===== src/rtl/udp_hdr_parser.sv =====
// UDP/IPv4/Ethernet header parser: pops frame bytes from an upstream FIFO, extracts
// the IPv4/UDP header fields, streams the UDP payload and keeps accept/drop counters.
module udp_hdr_parser #(
    parameter int CNT_WIDTH = 16
) (
    input  logic                 clk,
    input  logic                 reset,
    input  logic [7:0]           in_dout,
    input  logic                 in_sof,
    input  logic                 in_eof,
    input  logic                 in_empty,
    output logic                 in_rd_en,
    output logic [7:0]           out_data,
    output logic                 out_valid,
    input  logic                 out_ready,
    output logic                 out_sof,
    output logic                 out_eof,
    output logic                 out_err,
    output logic                 hdr_valid,
    output logic [31:0]          src_ip,
    output logic [31:0]          dst_ip,
    output logic [15:0]          src_port,
    output logic [15:0]          dst_port,
    output logic [15:0]          payload_len,
    output logic [CNT_WIDTH-1:0] pkt_count,
    output logic [CNT_WIDTH-1:0] drop_count,
    output logic [1:0]           dbg_state
);

    // Output handshake: a byte transfers on a rising edge where out_valid && out_ready;
    // out_valid never drops and out_data never changes before that transfer.

    typedef enum logic [1:0] {IDLE, HDR, PAYLOAD, DROP} state_t;

    state_t      state, state_nxt;
    logic [5:0]  idx;
    logic [15:0] remaining;
    logic        first_byte;
    logic [15:0] eth_type;
    logic [7:0]  ver_ihl;
    logic [7:0]  proto;
    logic [31:0] s_src_ip, s_dst_ip;
    logic [15:0] s_src_port, s_dst_port, udp_len;

    logic pop, hdr_ok, accept, drop_inc, emit, emit_eof, emit_err;

    assign in_rd_en  = !reset && !in_empty && ((state != PAYLOAD) || !out_valid || out_ready);
    assign pop       = in_rd_en;
    assign dbg_state = state;
    assign hdr_ok    = (eth_type == 16'h0800) && (ver_ihl == 8'h45) &&
                       (proto == 8'd17) && (udp_len >= 16'd8);

    always_comb begin
        state_nxt = state;
        accept    = 1'b0;
        drop_inc  = 1'b0;
        emit      = 1'b0;
        emit_eof  = 1'b0;
        emit_err  = 1'b0;
        if (pop) begin
            case (state)
                IDLE: begin
                    if (in_sof) state_nxt = HDR;
                end
                HDR: begin
                    if (in_sof) begin
                        drop_inc  = 1'b1;
                        state_nxt = HDR;
                    end else if (in_eof) begin
                        drop_inc  = 1'b1;
                        state_nxt = IDLE;
                    end else if (idx == 6'd41) begin
                        if (hdr_ok) begin
                            accept    = 1'b1;
                            state_nxt = (udp_len != 16'd8) ? PAYLOAD : DROP;
                        end else begin
                            drop_inc  = 1'b1;
                            state_nxt = DROP;
                        end
                    end
                end
                PAYLOAD: begin
                    if (in_sof) begin
                        drop_inc  = 1'b1;
                        state_nxt = HDR;
                    end else begin
                        emit = 1'b1;
                        if (remaining == 16'd1) begin
                            emit_eof  = 1'b1;
                            state_nxt = in_eof ? IDLE : DROP;
                        end else if (in_eof) begin
                            emit_eof  = 1'b1;
                            emit_err  = 1'b1;
                            drop_inc  = 1'b1;
                            state_nxt = IDLE;
                        end
                    end
                end
                DROP: begin
                    // The frame in DROP was already counted, either as accepted or as dropped.
                    if (in_sof)      state_nxt = HDR;
                    else if (in_eof) state_nxt = IDLE;
                end
                default: state_nxt = IDLE;
            endcase
        end
    end

    always_ff @(posedge clk or posedge reset) begin
        if (reset) begin
            state       <= IDLE;
            idx         <= '0;
            remaining   <= '0;
            first_byte  <= 1'b0;
            eth_type    <= '0;
            ver_ihl     <= '0;
            proto       <= '0;
            s_src_ip    <= '0;
            s_dst_ip    <= '0;
            s_src_port  <= '0;
            s_dst_port  <= '0;
            udp_len     <= '0;
            out_data    <= '0;
            out_valid   <= 1'b0;
            out_sof     <= 1'b0;
            out_eof     <= 1'b0;
            out_err     <= 1'b0;
            hdr_valid   <= 1'b0;
            src_ip      <= '0;
            dst_ip      <= '0;
            src_port    <= '0;
            dst_port    <= '0;
            payload_len <= '0;
            pkt_count   <= '0;
            drop_count  <= '0;
        end else begin
            state     <= state_nxt;
            hdr_valid <= accept;

            // A byte carrying sof is always byte 0 of a fresh frame, whatever the state.
            if (pop && in_sof)              idx <= 6'd1;
            else if (pop && state == HDR)   idx <= idx + 6'd1;

            if (pop && state == HDR && !in_sof) begin
                case (idx)
                    6'd12:                      eth_type[15:8] <= in_dout;
                    6'd13:                      eth_type[7:0]  <= in_dout;
                    6'd14:                      ver_ihl        <= in_dout;
                    6'd23:                      proto          <= in_dout;
                    6'd26, 6'd27, 6'd28, 6'd29: s_src_ip       <= {s_src_ip[23:0], in_dout};
                    6'd30, 6'd31, 6'd32, 6'd33: s_dst_ip       <= {s_dst_ip[23:0], in_dout};
                    6'd34, 6'd35:               s_src_port     <= {s_src_port[7:0], in_dout};
                    6'd36, 6'd37:               s_dst_port     <= {s_dst_port[7:0], in_dout};
                    6'd38, 6'd39:               udp_len        <= {udp_len[7:0], in_dout};
                    default: ;
                endcase
            end

            if (accept) begin
                src_ip      <= s_src_ip;
                dst_ip      <= s_dst_ip;
                src_port    <= s_src_port;
                dst_port    <= s_dst_port;
                payload_len <= udp_len - 16'd8;
                remaining   <= udp_len - 16'd8;
                first_byte  <= 1'b1;
            end else if (emit) begin
                remaining  <= remaining - 16'd1;
                first_byte <= 1'b0;
            end

            if (emit) begin
                out_data  <= in_dout;
                out_valid <= 1'b1;
                out_sof   <= first_byte;
                out_eof   <= emit_eof;
                out_err   <= emit_err;
            end else if (out_ready) begin
                out_valid <= 1'b0;
                out_sof   <= 1'b0;
                out_eof   <= 1'b0;
                out_err   <= 1'b0;
            end

            if (accept)   pkt_count  <= pkt_count + CNT_WIDTH'(1);
            if (drop_inc) drop_count <= drop_count + CNT_WIDTH'(1);
        end
    end

endmodule


===== config.mk =====
export PLATFORM = sky130hd
export DESIGN_NAME = udp_hdr_parser
export DESIGN_NICKNAME = d
export VERILOG_FILES = /design/src/rtl/udp_hdr_parser.sv
export SDC_FILE = /design/constraint.sdc
export NUM_CORES = 1
export LEC_CHECK = 0
export CAP_MARGIN = 10
export CORE_ASPECT_RATIO = 1.4
export CORE_MARGIN = 2
export CORE_UTILIZATION = 30
export DETAILED_ROUTE_END_ITERATION = 10
export GPL_TIMING_DRIVEN = 0
export MAX_ROUTING_LAYER = met4
export PLACE_DENSITY = 0.58
export SYNTH_ARGS = -nofsm -noshare
export SYNTH_HDL_FRONTEND = slang
export SYNTH_SLANG_ARGS = --single-unit

===== constraint.sdc =====
create_clock -name clk -period 10.8 [get_ports clk]
set_input_delay 1.08 -clock clk [delete_from_list [all_inputs] [get_ports clk]]
set_output_delay 1.08 -clock clk [all_outputs]
set_load 0.005 [all_outputs]

==> flow_summary.json <==
{
  "cts.sinks": 326,
  "path_max_fanout": 10,
  "synth_edf_count": 0,
  "ant_nets": 0,
  "drc_errors": 0,
  "yosysUniqueCellTypes": 45,
  "clockRootBuffer": "clkbuf_16",
  "crit_path_end_kind": "flop",
  "utilization_pct": 38.37,
  "fin_nets": 1409,
  "setup_viol": 0,
  "ys_async_sr_fraction_pct": 100.0,
  "core_sq_mm": 0.04406,
  "die_y_microns": 253.9,
  "p_sw_share_pct": 25.42,
  "grt_usage_pct": 15.59,
  "io_buffers": 165,
  "yosys_warnings": 0,
  "rows": 91,
  "clk_pin_slew_ps": 60,
  "diodes": 0,
  "final_common_cell": "nand2_1",
  "fmax_mhz": 252.5,
  "p_per_area_mw_per_mm2": 165.7,
  "synthToLayoutAreaGrowth_pct": 26.32,
  "mostFrequentLayoutCells": "nand2_1, dfrtp_1, clkdlybuf4s50_1",
  "ir_drop_mv": 0.08576,
  "rsz0062_at_grt": "no",
  "antenna_found_initial": 0,
  "synth-seq-area-share_pct": 60.95,
  "die_w_microns": 182.5,
  "synth-seq-cells": 326,
  "clockBufferDepth": 3,
  "io-pin-count": 174,
  "htreeDepth": 2,
  "grt_start_max_net_pins": 129,
  "fin_cells": 1962,
  "drv_slew": 0,
  "synth_ff_type": "dfrtp_1",
  "syn_inst": 1176,
  "start_util_pct": 30.38,
  "finalWorstSetupSlack_ps": 6839,
  "tns_ps": 0,
  "placed_area_sq_mm": 0.01580,
  "final.min_clock_period_ps": 3961,
  "arrival_ps": 4440,
  "hp-class": "flop to flop",
  "avgSynthCellArea_sq_um": 11.38,
  "criticalPathCategory": "primary input to flop",
  "p_comb_share_pct": 11.0,
  "dp_hpwl_microns": 24280,
  "cts_tree": "built",
  "p_seq_share_pct": 47.5,
  "hold_viol_final": 0,
  "grt-ovfl-total": 0,
  "intPower_mw": 2.090,
  "dr.pass1.iters": 4,
  "vias": 9177,
  "grt_pass1_vias": 9467,
  "drt-initial-drc-count": 584,
  "syn_nets": 1204,
  "cts_buffers": 35,
  "hold_buffers": 0,
  "dp_slack_ps": 6224,
  "worstPathRequired_ps": 11280,
  "p_switching_mw": 0.7122,
  "cts_resized": 0,
  "globalplace.congestion": 0.8338,
  "post_cts_buffers": 0,
  "via_per_inst": 4.677,
  "synth.cell_area_sq_mm": 0.01339,
  "worst_pin_slew_ps": 1048,
  "grt_pass1_wl_microns": 54390,
  "max_cap_viol_count": 0,
  "max_slew_margin_pct": 30.11,
  "wl_per_cell_microns": 17.66,
  "period_share_pct": 36.67,
  "fin_area_sq_mm": 0.01691,
  "p_clk_share_pct": 41.5,
  "dp.cells": 1902,
  "totalWireLength_microns": 34640,
  "clk_latency_ps": 540,
  "status": "completed",
  "startpoint_type": "primary input",
  "dieArea_sq_mm": 0.04635,
  "drive_above_1_share_pct": 15.38,
  "power_leakage_nw": 8.265,
  "reg2reg_setup_slack_ps": 7170,
  "worst_clock_skew_ps": 22.48
}
critical path, cell delays in order:
cell and delay (ps):
clkdlybuf4s50_1 470, nand2b_1 100, clkbuf_1 310, o21a_1 300, and4_1 300, and3_1 170, clkbuf_1 550, clkbuf_1 480
clkbuf_1 420, nand2_1 160, nand2_1 90
cells in the mapped netlist, types with 2 or more instances:
library cell  count  area, sq um
a21oi_1          16        80.08
and2_1            2        12.51
and3_1           13        81.33
and4_1            2        17.52
buf_1            11        41.29
buf_2             2        10.01
buf_6             2        22.52
clkbuf_1         42        157.7
dfrtp_1         326         8158
ha_1             14        175.2
inv_1            14        52.55
mux2_2          153         1723
mux2i_1           5        50.05
nand2_1         328         1231
nand2b_1          2        12.51
nand3_1          20        100.1
nand4_1          15        93.84
nor2_1           54        202.7
nor2b_1           3        18.77
nor3_1           19        95.09
nor4_1           10        62.56
nor4b_1           8        70.07
nor4bb_1          2        20.02
o2111ai_1         6        52.55
o211ai_1          2        15.01
o21a_1            2        15.01
o21ai_0          17        85.08
o21ai_1           6        30.03
o31ai_1           3        22.52
or3_1             6        37.54
xnor2_1          47        411.6
xor2_1           11        96.34
flip-flops by register name (all words and copies together), names as in the netlist, 32 cells and up:
| name | cells |
|---|---|
| s_src_ip | 32 |
| src_ip | 32 |
| dst_ip | 32 |
| s_dst_ip | 32 |
power groups by stage:
stage / clock (mW) / sequential (mW) / combinational (mW)
floorplan: 0 / 1.34 / 0.195
global placement: 0 / 1.35 / 0.301
detailed placement: 0 / 1.35 / 0.312
CTS: 1.20 / 1.33 / 0.314
global route: 1.25 / 1.33 / 0.344
finish: 1.16 / 1.33 / 0.309
per-stage QoR:
step                power (mW)  hold slack, ps
floorplan                1.534           440.2
global placement         1.652           456.1
detailed placement       1.664           454.3
CTS                      2.841           466.8
global route             2.928           486.9
finish                   2.802           462.2
final timing paths:
check                      cells past startpoint                   start                         end
hold / removal                                 2  src_ip[18]$_DFFE_PP0P_      src_ip[18]$_DFFE_PP0P_
setup / recovery                              11               out_ready       src_ip[7]$_DFFE_PP0P_
min in group asynchronous                      2                   reset  drop_count[11]$_DFFE_PP0P_
max in group asynchronous                      4                   reset      src_ip[12]$_DFFE_PP0P_
setup reg to reg                               8  udp_len[5]$_DFFE_PP0P_     src_port[1]$_DFFE_PP0P_
hold reg to reg                                2  src_ip[18]$_DFFE_PP0P_      src_ip[18]$_DFFE_PP0P_
final cells by class:
cell class / instances / area, sq um
buffer: 57 / 231.5
clock buffer: 55 / 1051
clock inverter: 5 / 55.05
fill: 4295 / 27150
inverter: 14 / 60.06
multi-input combinational: 779 / 4943
sequential: 326 / 8158
tap: 558 / 698.2
timing repair buffer: 168 / 1712
per-layer routing:
| layer | share of wire (%) | up-vias | GRT usage (%) |
|---|---|---|---|
| li1 | - | 4348 | - |
| met1 | 42 | 4592 | 18.37 |
| met5 | 0 | - | - |
| met3 | 3.7 | 60 | 2.508 |
| met4 | 3.3 | 0 | 5.737 |
| met2 | 51 | 177 | 26.88 |
logic make-up (layout without fill, tap and decap cells):
kind of cell,Yosys count,after routing,share of synthesized area (%)
muxes,158,158,13.25
adders and majority gates,14,14,1.309
buffers and inverters,71,299,2.122
AOI/OAI and AO/OA,60,60,2.851
and+or+nand+nor,489,489,15.73
DFF,326,326,60.95
xor gates and xnor gates,58,58,3.795
Note: power is estimated with default switching activity, not from simulation.
